**src/rtl/bsg_cover_sample_buffer.sv**
```systemverilog
// rtl/bsg_cover_sample_buffer.sv - ping-pong coverage sample buffer feeding the AXI-stream packer
// One bank captures samples while the other drains as a burst of data beats plus a drop-count trailer.
module bsg_cover_sample_buffer #(
  parameter int els_p        = 16,
  parameter int data_width_p = 64
) (
  input  logic                    ds_clk_i,
  input  logic                    ds_reset_n_i,
  input  logic                    v_i,
  input  logic [data_width_p-1:0] data_i,
  input  logic                    flush_i,
  output logic                    gate_o,
  output logic [7:0]              els_o,
  output logic [7:0]              len_o,
  output logic                    v_o,
  output logic                    last_o,
  output logic [data_width_p-1:0] data_o,
  input  logic                    ready_i
);

  localparam int         idx_w_lp = (els_p > 1) ? $clog2(els_p) : 1;
  localparam logic [7:0] els_lp   = 8'(els_p);
  localparam logic [7:0] len_lp   = 8'(data_width_p / 8);

  typedef enum logic [1:0] {IDLE, DATA, TRAIL} state_e;

  state_e                  state_r;
  logic                    fsel_r;
  logic                    dsel_r;
  logic [7:0]              fcnt_r;
  logic [7:0]              ptr_r;
  logic [7:0]              dlen_r;
  logic [31:0]             drop_r;
  logic [31:0]             drop_snap_r;
  logic [data_width_p-1:0] bank_r [2][els_p];

  logic        accept;
  logic        drop;
  logic        swap;
  logic [31:0] drop_next;

  assign accept    = v_i & (fcnt_r < els_lp);
  assign drop      = v_i & (fcnt_r == els_lp);
  assign drop_next = (drop && (drop_r != 32'hFFFF_FFFF)) ? drop_r + 32'd1 : drop_r;
  // A sample accepted on the flush cycle still counts, so flush with one incoming sample is not "empty".
  assign swap      = (state_r == IDLE) &
                     ((fcnt_r == els_lp) | (flush_i & ((fcnt_r != 8'd0) | accept)));

  always_ff @(posedge ds_clk_i) begin
    if (accept) begin
      bank_r[fsel_r][fcnt_r[idx_w_lp-1:0]] <= data_i;
    end
  end

  always_ff @(posedge ds_clk_i) begin
    if (!ds_reset_n_i) begin
      state_r     <= IDLE;
      fsel_r      <= 1'b0;
      dsel_r      <= 1'b0;
      fcnt_r      <= 8'd0;
      ptr_r       <= 8'd0;
      dlen_r      <= 8'd0;
      drop_r      <= 32'd0;
      drop_snap_r <= 32'd0;
    end else if (swap) begin
      state_r     <= DATA;
      dsel_r      <= fsel_r;
      fsel_r      <= ~fsel_r;
      dlen_r      <= fcnt_r + {7'd0, accept};
      fcnt_r      <= 8'd0;
      ptr_r       <= 8'd0;
      drop_snap_r <= drop_next;
      drop_r      <= 32'd0;
    end else begin
      if (accept) begin
        fcnt_r <= fcnt_r + 8'd1;
      end
      drop_r <= drop_next;
      case (state_r)
        DATA: begin
          if (ready_i) begin
            ptr_r <= ptr_r + 8'd1;
            if (ptr_r == dlen_r - 8'd1) begin
              state_r <= TRAIL;
            end
          end
        end
        TRAIL: begin
          if (ready_i) begin
            state_r <= IDLE;
          end
        end
        default: begin
        end
      endcase
    end
  end

  // Outputs decode straight from registered state, so they hold steady while ready_i is low.
  always_comb begin
    gate_o = 1'b0;
    v_o    = 1'b0;
    last_o = 1'b0;
    els_o  = 8'd0;
    len_o  = 8'd0;
    data_o = '0;
    case (state_r)
      DATA: begin
        gate_o = 1'b1;
        v_o    = 1'b1;
        els_o  = dlen_r;
        len_o  = len_lp;
        data_o = bank_r[dsel_r][ptr_r[idx_w_lp-1:0]];
      end
      TRAIL: begin
        gate_o = 1'b1;
        v_o    = 1'b1;
        last_o = 1'b1;
        els_o  = dlen_r;
        len_o  = len_lp;
        data_o = data_width_p'(drop_snap_r);
      end
      default: begin
      end
    endcase
  end

endmodule
```
**config.mk**
```make
export PLATFORM = sky130hd
export DESIGN_NAME = bsg_cover_sample_buffer
export DESIGN_NICKNAME = d
export VERILOG_FILES = /design/src/rtl/bsg_cover_sample_buffer.sv
export SDC_FILE = /design/constraint.sdc
export NUM_CORES = 2
export LEC_CHECK = 0
export CORE_MARGIN = 5
export CORE_UTILIZATION = 54
export CTS_CLUSTER_SIZE = 30
export DETAILED_ROUTE_END_ITERATION = 8
export HOLD_SLACK_MARGIN = 0.08
export PLACE_DENSITY = 0.83
export SYNTH_ARGS = -nofsm -noshare
export SYNTH_HDL_FRONTEND = slang
export SYNTH_SLANG_ARGS = --single-unit
```
**constraint.sdc**
```tcl
create_clock -name ds_clk_i -period 10.55 [get_ports ds_clk_i]
set_input_delay 1.055 -clock ds_clk_i [delete_from_list [all_inputs] [get_ports ds_clk_i]]
set_output_delay 1.055 -clock ds_clk_i [all_outputs]
set_load 0.03 [all_outputs]
```
==> results.ini <==
[final_layout]
drive_gt1_share_pct = 24.1
area_delta_synth_final_pct = 12.4
layout.nets = 4067

[sta]
post-route-period-util_pct = 63.8
fin_crit_ns = 6.73
worst_pin_slew_ns = 1.50
relSlewSlack_pct = -0.201
fmax_ghz = 0.149
finalMaxSlewViolations = 2
fin_hold_ws_ns = 0.498
fin_skew_ns = 0.0298
finalSetupViolCount = 0
finalSetupTns_ns = 0
hold_viol = 0
grt_setup_unrepaired = false

[synth]
synth_top_area_share_pct = 74.7
ys_types = 61
synth_top_cell_by_area = edfxtp_1
avgSynthCellArea_um2 = 21.8
ys_seq_area_share_pct = 76.9
ys_dominant_reg_cell = edfxtp_1
synth_edf_count = 2048
syn-instance-count = 3774
ys_seq_elements = 2141
synth_common_cells = edfxtp_1 (2,048), mux4_2 (552), clkbuf_1 (127)
synthArstFlopShare_pct = 0
synthesis.area_mm2 = 0.0824
synthTopCellsByArea = edfxtp_1 (75%), mux4_2 (15%), dfxtp_1 (2.3%)
synth_warnings = 0
yosysMostFrequentCell = edfxtp_1

[floorplan]
die_w_um = 401
die-area_mm2 = 0.160
rows = 143
pin_count = 152
initial_utilization_pct = 54.3
dieHeight_um = 401
core_area_mm2 = 0.152

[drt]
initialDrtViolationCount = 7483
wl_um = 232000
detail_route.first_pass.iterations = 7
antenna_left = 0
route.vias.total = 43457
drcViolationCount = 0
detail_route.wl_per_cell_um = 37.5
via_per_inst = 7.02

[worst_setup_path]
crit_path_max_fanout = 65
ff2ff_path_depth = 5
cp-end-kind = primary output
critPathLaunch = ptr_r[0]$_SDFFE_PP0P_
slowest_stage = dfxtp_4
critPathRequiredTime_ns = 9.50
startpoint_type = flip-flop
cpPeakStageDelay_ns = 0.95
reg2reg_slack_ns = 5.76
cp-endpoint = data_o[52]
worstPathArrival_ns = 5.68
cpMostUsedCell = buf_4
r2r_end = bank_r[0][511]$_DFFE_PP_
crit_chain = buf_4 > buf_4 > mux4_2 > nor2b_1 > a211oi_1 > a21oi_1 > a22o_1 > clkdlybuf4s50_1
reg2reg_from = fcnt_r[7]$_SDFFE_PP0N_
crit_type = flip-flop to primary output

[cts]
clock_sinks = 2141
clk_latency_ns = 0.84
cts_buffers = 193
ctsHtreeMaxLevel = 4
cts_resized = 0
cts_tree = done
clkSlewWorstSetupHoldPaths_ns = 0.06
cts-root-buf = clkbuf_16
ctsHoldBuffers = 0
cts_setup_buffers = 0
clockBufferDepth = 3

[power_and_ir_drop]
ir_drop_mv = 0.208
power.total_mw = 17.2
p_per_area_mw_per_mm2 = 186
cellLeakagePower_nw = 27.7

[flow_run]
max_cap_viol_count = 1

[global_route]
overflow = 0
grt_pass1_vias = 43949
grt_antenna_before_repair = 18
grt_max_degree = 110
grt_pass1_wl_um = 329000
grtUsageTotal_pct = 28.7

[outcome]
violations = capacitance limit, slew limit
outcome = finished with violations

[placed_design]
io_buffers = 144
dpl.hpwl_um = 114000
gp_congestion = 0.796

[worst_hold_path]
hp-class = flip-flop to flip-flop

## logic make-up after synthesis
group	synth area share, %
other	0.00455
DFF	76.9
muxes	16.0
xor gates and xnor gates	0.340
adders and majority gates	0.182
and+or+nand+nor	2.23
buffers and inverters	1.27
AOI/OAI and AO/OA	3.06
## registers in the layout, indices dropped and copies added, names as in the netlist, named ones only
| signal | count |
|---|---|
| dlen_r | 8 |
| bank_r | 2048 |
| fsel_r | 1 |
| dsel_r | 1 |
| ptr_r | 8 |
| drop_r | 32 |
| drop_snap_r | 32 |
| state_r | 2 |
| fcnt_r | 8 |
## worst max-delay path, delay by kind of cell, from the launching register on
family | cells | cell delay (ns)
AOI/OAI and AO/OA | 3 | 0.70
buffers and inverters | 3 | 2.30
muxes | 1 | 0.44
DFF | 1 | 0.95
and+or+nand+nor | 1 | 0.15
## worst min-delay path by stage
stage / from / to / slack (ns) / cells after the start
global placement: dsel_r$_SDFFE_PN0P_ / dsel_r$_SDFFE_PN0P_ / 0.46 / 2
floorplan: dsel_r$_SDFFE_PN0P_ / flip-flop / 0.45 / 2
detailed placement: dsel_r$_SDFFE_PN0P_ / flip-flop / 0.46 / 2
global route: dsel_r$_SDFFE_PN0P_ / flip-flop / 0.53 / 2
finish: dsel_r$_SDFFE_PN0P_ / dsel_r$_SDFFE_PN0P_ / 0.50 / 2
CTS: dsel_r$_SDFFE_PN0P_ / dsel_r$_SDFFE_PN0P_ / 0.48 / 2
## per-layer routing
metal  routed length, µm  up-vias  track usage (%)
met5                  75        -                0
met4               13500       12             13.8
met3               31400      811             7.53
met2              114000     4173             46.5
met1               73700    22044             36.8
li1                    -    16417                -
## area by class of cell
| cell class | count | area [µm²] |
|---|---|---|
| clock buffers | 231 | 5050 |
| fillers | 9733 | 59100 |
| well taps | 2030 | 2540 |
| multi-input cells | 1393 | 18300 |
| flip-flops and latches | 2141 | 63400 |
| diodes | 15 | 37.5 |
| inverters | 15 | 56.3 |
| clock inverters | 125 | 1100 |
| repair buffers | 242 | 2210 |
## cells in the final DEF (no fill, tap or decap), types with 29 or more instances in the layout
cell,Yosys,layout
edfxtp_1,2048,2048
mux4_2,552,552
clkbuf_16,0,196
clkdlybuf4s50_1,0,144
buf_4,10,95
dfxtp_1,93,88
nand2_1,79,79
a21oi_1,59,59
mux2i_1,56,56
o21ai_0,54,54
nand3_1,51,51
clkinv_1,0,47
a211oi_1,42,42
a22o_1,41,41
nor2b_1,42,40
clkbuf_1,127,34
nor2_4,0,33
nor2_1,67,33
clkinv_2,0,31
a31oi_1,29,29
## power breakdown
group / leakage, nW / total [mW] / internal, mW / switching [mW]
combinational: 5.48 / 0.818 / 0.315 / 0.503
sequential: 19.2 / 9.45 / 9.40 / 0.0565
clock: 2.97 / 6.96 / 3.79 / 3.16
## metrics by stage
stage,utilization [%],cell area (µm²),std cells,worst slack [ns]
finish,61.0,92600,6192,3.82
global route,61.0,92600,6182,3.69
CTS,61.0,92600,6177,3.89
detailed placement,57.0,86400,5821,4.70
global placement,57.0,86400,5821,4.81
floorplan,-,82400,3780,5.25
No activity file was read; power rests on OpenSTA's default activity.
